### src/rtl/ram_load_pkg.sv
// Shared types, default parameters and the byte-address to word-index helper
// for the RAM load arbiter.
package ram_load_pkg;

    localparam logic [31:0] DEFAULT_BASE_ADDR    = 32'h1000_0000;
    localparam int          DEFAULT_DEPTH_LOG2   = 12;
    localparam int          DEFAULT_IDLE_TIMEOUT = 24576;

    typedef enum logic [1:0] {
        S_IDLE,
        S_LOAD,
        S_RUN
    } state_t;

    // The two low byte-address bits are discarded by the shift.
    function automatic logic [31:0] addr_to_word(input logic [31:0] addr,
                                                 input logic [31:0] base);
        return (addr - base) >> 2;
    endfunction

endpackage

### src/rtl/ram_load_arbiter_if.sv
// Bus bundle between the arbiter, the UART word loader, the CPU LSU port and the RAM macro.
// Signal suffixes are seen from the arbiter; the slave modport is the arbiter side.
interface ram_load_arbiter_if
    import ram_load_pkg::*;
#(
    parameter int DEPTH_LOG2 = DEFAULT_DEPTH_LOG2
);

    logic                  ld_valid_i;
    logic [31:0]           ld_addr_i;
    logic [31:0]           ld_data_i;
    logic                  ld_ready_o;

    logic                  cpu_req_i;
    logic                  cpu_we_i;
    logic [3:0]            cpu_be_i;
    logic [31:0]           cpu_addr_i;
    logic [31:0]           cpu_wdata_i;
    logic                  cpu_gnt_o;
    logic                  cpu_rvalid_o;
    logic [31:0]           cpu_rdata_o;

    logic                  ram_en_o;
    logic [3:0]            ram_we_o;
    logic [DEPTH_LOG2-1:0] ram_addr_o;
    logic [31:0]           ram_wdata_o;
    logic [31:0]           ram_rdata_i;

    modport slave (
        input  ld_valid_i, ld_addr_i, ld_data_i,
        output ld_ready_o,
        input  cpu_req_i, cpu_we_i, cpu_be_i, cpu_addr_i, cpu_wdata_i,
        output cpu_gnt_o, cpu_rvalid_o, cpu_rdata_o,
        output ram_en_o, ram_we_o, ram_addr_o, ram_wdata_o,
        input  ram_rdata_i
    );

    modport master (
        output ld_valid_i, ld_addr_i, ld_data_i,
        input  ld_ready_o,
        output cpu_req_i, cpu_we_i, cpu_be_i, cpu_addr_i, cpu_wdata_i,
        input  cpu_gnt_o, cpu_rvalid_o, cpu_rdata_o,
        input  ram_en_o, ram_we_o, ram_addr_o, ram_wdata_o,
        output ram_rdata_i
    );

endinterface

### src/rtl/ram_addr_decode.sv
// Maps a byte address onto the RAM word index and flags addresses outside
// the window [BASE_ADDR, BASE_ADDR + 4*2**DEPTH_LOG2).
module ram_addr_decode
    import ram_load_pkg::*;
#(
    parameter logic [31:0] BASE_ADDR  = DEFAULT_BASE_ADDR,
    parameter int          DEPTH_LOG2 = DEFAULT_DEPTH_LOG2
) (
    input  logic [31:0]           addr_i,
    output logic                  in_range_o,
    output logic [DEPTH_LOG2-1:0] word_o
);

    logic [31:0] word_full;

    // Below-base addresses wrap to huge offsets, so both bounds are tested explicitly.
    always_comb begin
        word_full  = addr_to_word(addr_i, BASE_ADDR);
        in_range_o = (addr_i >= BASE_ADDR) && (word_full[31:DEPTH_LOG2] == '0);
        word_o     = word_full[DEPTH_LOG2-1:0];
    end

endmodule

### src/rtl/ram_load_arbiter.sv
// Owns the shared RAM port: boots by loading words from the UART loader while the CPU is held,
// then hands the port to the CPU. Optional LOAD_CHECKSUM_EN adds a running sum of loaded words.
module ram_load_arbiter
    import ram_load_pkg::*;
#(
    parameter logic [31:0] BASE_ADDR    = DEFAULT_BASE_ADDR,
    parameter int          DEPTH_LOG2   = DEFAULT_DEPTH_LOG2,
    parameter int          IDLE_TIMEOUT = DEFAULT_IDLE_TIMEOUT
) (
    input  logic              clk,
    input  logic              rst,
    input  logic              debug_en_i,
    ram_load_arbiter_if.slave bus,
    output logic              cpu_hold_o,
    output logic              load_busy_o,
    output logic [15:0]       word_cnt_o,
`ifdef LOAD_CHECKSUM_EN
    output logic [31:0]       checksum_o,
`endif
    output logic              err_o
);

    localparam int             CNT_W        = $clog2(IDLE_TIMEOUT);
    localparam logic [CNT_W-1:0] TIMEOUT_LAST = CNT_W'(IDLE_TIMEOUT - 1);

    logic                  ld_in_range;
    logic [DEPTH_LOG2-1:0] ld_word;
    logic                  cpu_in_range;
    logic [DEPTH_LOG2-1:0] cpu_word;

    logic ld_fire;
    logic ld_write;
    logic cpu_gnt;

    state_t           state_q,    state_d;
    logic [CNT_W-1:0] idle_cnt_q, idle_cnt_d;
    logic [15:0]      word_cnt_q, word_cnt_d;
    logic             err_q,      err_d;
    logic             hold_q,     hold_d;
    logic             busy_q,     busy_d;
    logic             rvalid_q,   rvalid_d;
    logic             rd_oor_q,   rd_oor_d;
`ifdef LOAD_CHECKSUM_EN
    logic [31:0]      checksum_q, checksum_d;
`endif

    ram_addr_decode #(
        .BASE_ADDR  (BASE_ADDR),
        .DEPTH_LOG2 (DEPTH_LOG2)
    ) u_ld_decode (
        .addr_i     (bus.ld_addr_i),
        .in_range_o (ld_in_range),
        .word_o     (ld_word)
    );

    ram_addr_decode #(
        .BASE_ADDR  (BASE_ADDR),
        .DEPTH_LOG2 (DEPTH_LOG2)
    ) u_cpu_decode (
        .addr_i     (bus.cpu_addr_i),
        .in_range_o (cpu_in_range),
        .word_o     (cpu_word)
    );

    // An out-of-range loader word still counts as a loader word for arbitration and the FSM.
    always_comb begin
        ld_fire  = bus.ld_valid_i & debug_en_i;
        ld_write = ld_fire & ld_in_range;
        cpu_gnt  = bus.cpu_req_i & (state_q == S_RUN) & ~ld_fire;
    end

    always_comb begin
        bus.ram_en_o    = 1'b0;
        bus.ram_we_o    = 4'h0;
        bus.ram_addr_o  = '0;
        bus.ram_wdata_o = '0;
        if (ld_write) begin
            bus.ram_en_o    = 1'b1;
            bus.ram_we_o    = 4'hF;
            bus.ram_addr_o  = ld_word;
            bus.ram_wdata_o = bus.ld_data_i;
        end else if (cpu_gnt && cpu_in_range) begin
            bus.ram_en_o    = 1'b1;
            bus.ram_we_o    = bus.cpu_we_i ? bus.cpu_be_i : 4'h0;
            bus.ram_addr_o  = cpu_word;
            bus.ram_wdata_o = bus.cpu_wdata_i;
        end
    end

    // Next-state logic; the idle counter only runs in S_LOAD and restarts on every accepted word.
    always_comb begin
        state_d    = state_q;
        idle_cnt_d = '0;
        unique case (state_q)
            S_IDLE: begin
                if (ld_fire) begin
                    state_d = S_LOAD;
                end else if (!debug_en_i) begin
                    state_d = S_RUN;
                end
            end
            S_LOAD: begin
                if (ld_fire) begin
                    idle_cnt_d = '0;
                end else if (idle_cnt_q == TIMEOUT_LAST) begin
                    state_d = S_RUN;
                end else begin
                    idle_cnt_d = idle_cnt_q + 1'b1;
                end
            end
            S_RUN: begin
                if (ld_fire) begin
                    state_d = S_LOAD;
                end
            end
            default: state_d = S_IDLE;
        endcase
    end

    // A new load session started from S_RUN restarts the word statistics before counting.
    always_comb begin
        word_cnt_d = word_cnt_q;
        if (state_q == S_RUN && ld_fire) begin
            word_cnt_d = '0;
        end
        if (ld_write && word_cnt_d != 16'hFFFF) begin
            word_cnt_d = word_cnt_d + 16'd1;
        end

        err_d    = err_q | (ld_fire & ~ld_in_range) | (cpu_gnt & ~cpu_in_range);
        hold_d   = (state_d != S_RUN);
        busy_d   = (state_d == S_LOAD);
        rvalid_d = cpu_gnt & ~bus.cpu_we_i;
        rd_oor_d = cpu_gnt & ~cpu_in_range;
    end

`ifdef LOAD_CHECKSUM_EN
    always_comb begin
        checksum_d = checksum_q;
        if (state_q == S_RUN && ld_fire) begin
            checksum_d = '0;
        end
        if (ld_write) begin
            checksum_d = checksum_d + bus.ld_data_i;
        end
    end
`endif

    always_ff @(posedge clk) begin
        if (rst) begin
            state_q    <= S_IDLE;
            idle_cnt_q <= '0;
            word_cnt_q <= '0;
            err_q      <= 1'b0;
            hold_q     <= 1'b1;
            busy_q     <= 1'b0;
            rvalid_q   <= 1'b0;
            rd_oor_q   <= 1'b0;
`ifdef LOAD_CHECKSUM_EN
            checksum_q <= '0;
`endif
        end else begin
            state_q    <= state_d;
            idle_cnt_q <= idle_cnt_d;
            word_cnt_q <= word_cnt_d;
            err_q      <= err_d;
            hold_q     <= hold_d;
            busy_q     <= busy_d;
            rvalid_q   <= rvalid_d;
            rd_oor_q   <= rd_oor_d;
`ifdef LOAD_CHECKSUM_EN
            checksum_q <= checksum_d;
`endif
        end
    end

    // Reads that missed the RAM window return zero instead of stale RAM output.
    always_comb begin
        bus.ld_ready_o   = ld_fire;
        bus.cpu_gnt_o    = cpu_gnt;
        bus.cpu_rvalid_o = rvalid_q;
        bus.cpu_rdata_o  = (rvalid_q && !rd_oor_q) ? bus.ram_rdata_i : 32'h0;
        cpu_hold_o       = hold_q;
        load_busy_o      = busy_q;
        word_cnt_o       = word_cnt_q;
        err_o            = err_q;
`ifdef LOAD_CHECKSUM_EN
        checksum_o       = checksum_q;
`endif
    end

endmodule

### src/flat_wrapper.sv
// flat-port wrapper written by rule: the top's interface ports become plain ports
module ram_load_arbiter_flat import ram_load_pkg::*;
#(
    parameter logic [31:0] BASE_ADDR    = DEFAULT_BASE_ADDR,
    parameter int          DEPTH_LOG2   = DEFAULT_DEPTH_LOG2,
    parameter int          IDLE_TIMEOUT = DEFAULT_IDLE_TIMEOUT
)
  (clk, rst, debug_en_i, cpu_hold_o, load_busy_o, word_cnt_o, err_o, bus_ld_valid_i, bus_ld_addr_i, bus_ld_data_i, bus_ld_ready_o, bus_cpu_req_i, bus_cpu_we_i, bus_cpu_be_i, bus_cpu_addr_i, bus_cpu_wdata_i, bus_cpu_gnt_o, bus_cpu_rvalid_o, bus_cpu_rdata_o, bus_ram_en_o, bus_ram_we_o, bus_ram_addr_o, bus_ram_wdata_o, bus_ram_rdata_i);
  ram_load_arbiter_if #(.DEPTH_LOG2(DEPTH_LOG2)) bus_i ();
  input  logic clk;
  input  logic rst;
  input  logic debug_en_i;
  output logic cpu_hold_o;
  output logic load_busy_o;
  output logic [15:0] word_cnt_o;
  output logic err_o;
  input wire logic [$bits(bus_i.ld_valid_i)-1:0] bus_ld_valid_i;
  input wire logic [$bits(bus_i.ld_addr_i)-1:0] bus_ld_addr_i;
  input wire logic [$bits(bus_i.ld_data_i)-1:0] bus_ld_data_i;
  output wire logic [$bits(bus_i.ld_ready_o)-1:0] bus_ld_ready_o;
  input wire logic [$bits(bus_i.cpu_req_i)-1:0] bus_cpu_req_i;
  input wire logic [$bits(bus_i.cpu_we_i)-1:0] bus_cpu_we_i;
  input wire logic [$bits(bus_i.cpu_be_i)-1:0] bus_cpu_be_i;
  input wire logic [$bits(bus_i.cpu_addr_i)-1:0] bus_cpu_addr_i;
  input wire logic [$bits(bus_i.cpu_wdata_i)-1:0] bus_cpu_wdata_i;
  output wire logic [$bits(bus_i.cpu_gnt_o)-1:0] bus_cpu_gnt_o;
  output wire logic [$bits(bus_i.cpu_rvalid_o)-1:0] bus_cpu_rvalid_o;
  output wire logic [$bits(bus_i.cpu_rdata_o)-1:0] bus_cpu_rdata_o;
  output wire logic [$bits(bus_i.ram_en_o)-1:0] bus_ram_en_o;
  output wire logic [$bits(bus_i.ram_we_o)-1:0] bus_ram_we_o;
  output wire logic [$bits(bus_i.ram_addr_o)-1:0] bus_ram_addr_o;
  output wire logic [$bits(bus_i.ram_wdata_o)-1:0] bus_ram_wdata_o;
  input wire logic [$bits(bus_i.ram_rdata_i)-1:0] bus_ram_rdata_i;
  assign bus_i.ld_valid_i = bus_ld_valid_i;
  assign bus_i.ld_addr_i = bus_ld_addr_i;
  assign bus_i.ld_data_i = bus_ld_data_i;
  assign bus_ld_ready_o = bus_i.ld_ready_o;
  assign bus_i.cpu_req_i = bus_cpu_req_i;
  assign bus_i.cpu_we_i = bus_cpu_we_i;
  assign bus_i.cpu_be_i = bus_cpu_be_i;
  assign bus_i.cpu_addr_i = bus_cpu_addr_i;
  assign bus_i.cpu_wdata_i = bus_cpu_wdata_i;
  assign bus_cpu_gnt_o = bus_i.cpu_gnt_o;
  assign bus_cpu_rvalid_o = bus_i.cpu_rvalid_o;
  assign bus_cpu_rdata_o = bus_i.cpu_rdata_o;
  assign bus_ram_en_o = bus_i.ram_en_o;
  assign bus_ram_we_o = bus_i.ram_we_o;
  assign bus_ram_addr_o = bus_i.ram_addr_o;
  assign bus_ram_wdata_o = bus_i.ram_wdata_o;
  assign bus_i.ram_rdata_i = bus_ram_rdata_i;
  ram_load_arbiter #(.BASE_ADDR(BASE_ADDR), .DEPTH_LOG2(DEPTH_LOG2), .IDLE_TIMEOUT(IDLE_TIMEOUT)) u_core (.clk(clk), .rst(rst), .debug_en_i(debug_en_i), .bus(bus_i), .cpu_hold_o(cpu_hold_o), .load_busy_o(load_busy_o), .word_cnt_o(word_cnt_o), .err_o(err_o));
endmodule
### config.mk
export PLATFORM = sky130hd
export DESIGN_NAME = ram_load_arbiter_flat
export DESIGN_NICKNAME = d
export VERILOG_FILES = /design/src/rtl/ram_load_pkg.sv /design/src/rtl/ram_load_arbiter_if.sv /design/src/rtl/ram_addr_decode.sv /design/src/rtl/ram_load_arbiter.sv /design/src/flat_wrapper.sv
export SDC_FILE = /design/constraint.sdc
export NUM_CORES = 1
export LEC_CHECK = 0
export BUFFER_PORTS_ARGS = -buffer_cell sky130_fd_sc_hd__clkbuf_2
export CAP_MARGIN = 10
export CORE_AREA = 2 2 106 108
export CTS_CLUSTER_DIAMETER = 100
export DETAILED_ROUTE_END_ITERATION = 10
export DIE_AREA = 0 0 108 110
export PLACE_DENSITY = 0.63
export SLEW_MARGIN = 40
export SYNTH_ARGS = -nofsm -noshare
export SYNTH_HDL_FRONTEND = slang
export SYNTH_HIERARCHICAL = 1
export SYNTH_SLANG_ARGS = --single-unit
### constraint.sdc
create_clock -name clk -period 3.1 [get_ports clk]
set_input_delay 0.62 -clock clk [delete_from_list [all_inputs] [get_ports clk]]
set_output_delay 0.62 -clock clk [all_outputs]
set_load 0.005 [all_outputs]
==> results by stage <==
Placed design:
- Before CTS, the worst setup slack after placement is 53.0 ps.
- Port buffering added 268 buffers.
- The sum of net half-perimeters after detailed placement is 10000 um.
- The congestion estimate from routability-driven global placement came to 0.774.

Worst setup path:
- The nature of the critical path startpoint is an input port.
- In this run the worst setup path terminates at bus_ram_wdata_o[13].
- Data arrives at the worst endpoint at 2410 ps.
- The setup slack on the worst flop-to-flop path is 630 ps.
- The capturing point of the worst reg2reg path is u_core/word_cnt_o[9]$_SDFF_PP0_.
- The worst register-to-register path begins at u_core/state_q[1]$_SDFF_PP0_.
- The category of the worst setup path capture point is an output pin.
- The critical path startpoint is bus_ld_addr_i[18].
- The critical path data required time is 2480 ps.
- The worst reg2reg path depth is 7.
- The largest driver fanout on the critical path is 23.
- The critical path class is in2out.

Global route:
- In the global route stage, met2 resource usage came out at 0.299.
- The number of antenna violations at the first check in global routing is 0.
- For this run, the total global-route usage over all layers was measured as 0.182.
- In the global route stage, met3 resource usage came out at 0.0259.
- The via count of the first global-routing pass was 3197.
- The layer with the highest usage is met2.
- The met1 global-route usage is 0.247.
- The final global-route overflow total is 0.
- Entering global routing, the biggest net connects 49 pins.
- The first-pass GRT wire length is 16800 um.

STA:
- The aggregate negative setup slack is 0 ps.
- The minimum setup slack in the final design is 71.2 ps.
- The final period utilization is 0.977.
- For this run, the top clock speed supported by timing is 330 MHz.
- Hold timing on the final database bottoms out at a slack of 465 ps.
- The final hold violation count came to 0.
- The clock skew is 9.59 ps.
- At the pin with the least slew margin, the transition time is 434 ps.
- For the finished layout, the period the worst path requires is 3030 ps.
- Setup violations remaining at the end of the flow were counted as 0.
- The number of max-slew violations in the final report is 0.
- The relative max-transition margin is 0.711.

Die:
- The floorplan has 38 rows.
- The y dimension of the die is 110 um.
- The total area inside the core boundary comes to 0.0107 mm2.
- The full die area is 0.0119 mm2.
- 273 I/O pins were placed.
- The horizontal die dimension is 108 um.
- The starting utilization of the core area is 0.276.

Route:
- In this run the remaining antenna-violating nets after routing total 0.
- The detailed-routing iteration count for the pre-antenna-repair pass is 5.
- The total wire length is 12600 um.
- The detailed router finished its first iteration with 260 violations.
- Summing over every cut layer, the via total after detailed routing is 3684.
- The DRC violations left is 0.
- The average vias per placed instance is 4.99.
- Dividing the detail-routed wire length by the instance count gives 17.1 um.

Final layout:
- Counting the fill cells in the layout gives 1100.
- The top cell types in the final layout, fill and taps aside, are clkbuf_2 (268), a22o_1 (44), dfxtp_1 (38), and2_1 (36), nand2_1 (27).
- Leaving out fill and tap cells, the most frequent cell in the layout is clkbuf_2.
- The net count of the finished layout is 770.
- Measured on the finished design, the core utilization comes to 0.427.
- The layout overhead on the synthesized area is 54.5%.
- The number of antenna diodes in the final layout is 0.
- In the final layout, the share of cells above drive strength 1 is 0.531.

Logic synthesis:
- The post-synthesis async set-or-reset flop share is 0.
- The sequential-to-total area share from yosys stat is 0.258.
- For this run, the number of Yosys warnings is 6.
- The synthesized netlist net count is 526.
- The library cell with the largest summed area after synthesis is dfxtp_1.
- After synthesis, the cell types taking the most area are dfxtp_1 (26%), a22o_1 (13%), and2_1 (7.6%).
- The synthesized instance count is 354.
- The unique cell type count in the Yosys netlist is 46.
- The share of Yosys cell area claimed by the top area cell type is 0.258.
- The number of flops mapped to enable cells by yosys is 0.
- The netlist area before placement is 0.00295 mm2.
- The number of synthesized register bits is 38.
- The main flop type after synthesis is dfxtp_1.
- Dividing the synthesized area by the synthesized cell count gives 8.34 um2.

Clock tree:
- Buffers inserted during clock tree synthesis total 5.
- The post-CTS clock slew at the launch and capture registers of the worst setup and hold paths is 70 ps.
- The clock net in this run drives a total of 38 sinks.
- The buffer type at the clock tree root is clkbuf_8.
- For the worst-skew pair, the clock arrives at the later sink with an insertion delay of 290 ps.
- The level count of the clock H-tree is 2.
- TritonCTS built the clock tree.
- No sink is reached through more buffers than the 2 on the longest clock path.

Hold path:
- The worst hold path belongs to the class reg2reg.
- The start point of the worst min-delay path is u_core/idle_cnt_q[0]$_SDFF_PP0_.

Power:
- The reported leakage power is 2.24 nW.
- Dividing total power by cell area gives a power density of 261 mW/mm2.
- The highest ir drop seen on vdd is 181 uV.

Outcome:
- The run finished with clean final reports.

Flow run:
- The tool flagged a number of max-cap violations equal to 0.
what timing repair did:
action,CTS,global route
hold buffers,0,0
buffers inserted,0,2
setup endpoints to repair,0,48
resized for setup,0,6
worst max-delay path: stages:
cell and delay [ps]:
clkbuf_2 80, nor4_1 300, nand4_1 220, nor4_4 330, and3_2 310, buf_12 180, a22o_1 230, clkbuf_2 140
cells by family (layout without fill, tap and decap cells):
| logic type | count (synthesis) | after routing | synth area share |
|---|---|---|---|
| compound gates | 74 | 74 | 0.217 |
| buf+inv | 52 | 297 | 0.111 |
| xor+xnor | 12 | 12 | 0.0356 |
| mux | 16 | 16 | 0.0555 |
| flops | 38 | 38 | 0.258 |
| fa+ha+maj | 2 | 2 | 0.00847 |
| simple gates | 160 | 160 | 0.315 |
flip-flops by register name, summed over array words and instances, names as in the netlist:
name,count
u_core/word_cnt_o,16
u_core/rd_oor_q,1
u_core/cpu_hold_o,1
u_core/bus.cpu_rvalid_o,1
u_core/load_busy_o,1
u_core/state_q,2
u_core/idle_cnt_q,15
u_core/err_o,1
Yosys cell counts (10+ instances only):
library cell and number:
dfxtp_1 38, a21oi_1 10, clkbuf_1 11, nand3_1 13
nand2_1 27, and2_1 36, a22o_1 44, nand2b_1 15
nor2_1 25, mux2i_1 13, buf_4 25
where the power goes:
group | switching (W) | leakage, nW | internal (W)
clock network | 0.000180 | 0.0714 | 0.000343
logic | 0.0000729 | 1.86 | 0.0000969
registers | 0.00000580 | 0.307 | 0.000494
total | 0.000258 | 2.24 | 0.000934
per-layer routing:
layer	wire length (um)	part of all wire
met5	0	0
met4	255	0.020
met3	1230	0.097
met2	6030	0.48
met1	5120	0.41
how the worst min path moves through the flow:
stage                                            endpoint  depth (start not counted)  slack [ps]
after floorplan           u_core/idle_cnt_q[0]$_SDFF_PP0_                          1         430
after global placement    u_core/idle_cnt_q[0]$_SDFF_PP0_                          1         440
after detailed placement  u_core/idle_cnt_q[0]$_SDFF_PP0_                          1         460
after CTS                 u_core/idle_cnt_q[0]$_SDFF_PP0_                          1         470
after global routing      u_core/idle_cnt_q[0]$_SDFF_PP0_                          1         510
final                     u_core/idle_cnt_q[0]$_SDFF_PP0_                          1         470
through the flow:
stage / total power (W) / area [um2] / instances
5_1_grt: 0.00125 / 4560 / 739
3_3_place_gp: 0.000672 / 4270 / 725
3_5_place_dp: 0.000675 / 4270 / 725
4_1_cts: 0.00120 / 4410 / 733
2_1_floorplan: 0.000570 / 2950 / 354
6_report: 0.00119 / 4560 / 739
final cells by class:
cell class	instances	area [um2]	area share
flip-flops and latches	38	761	0.167
well taps	140	175	0.0384
inverters	5	18.8	0.00411
clock buffers	6	82.6	0.0181
repair buffers	284	1560	0.341
multi-input cells	264	1910	0.419
clock inverters	2	60.1	0.0132
Power figures use the tool's default switching activity.
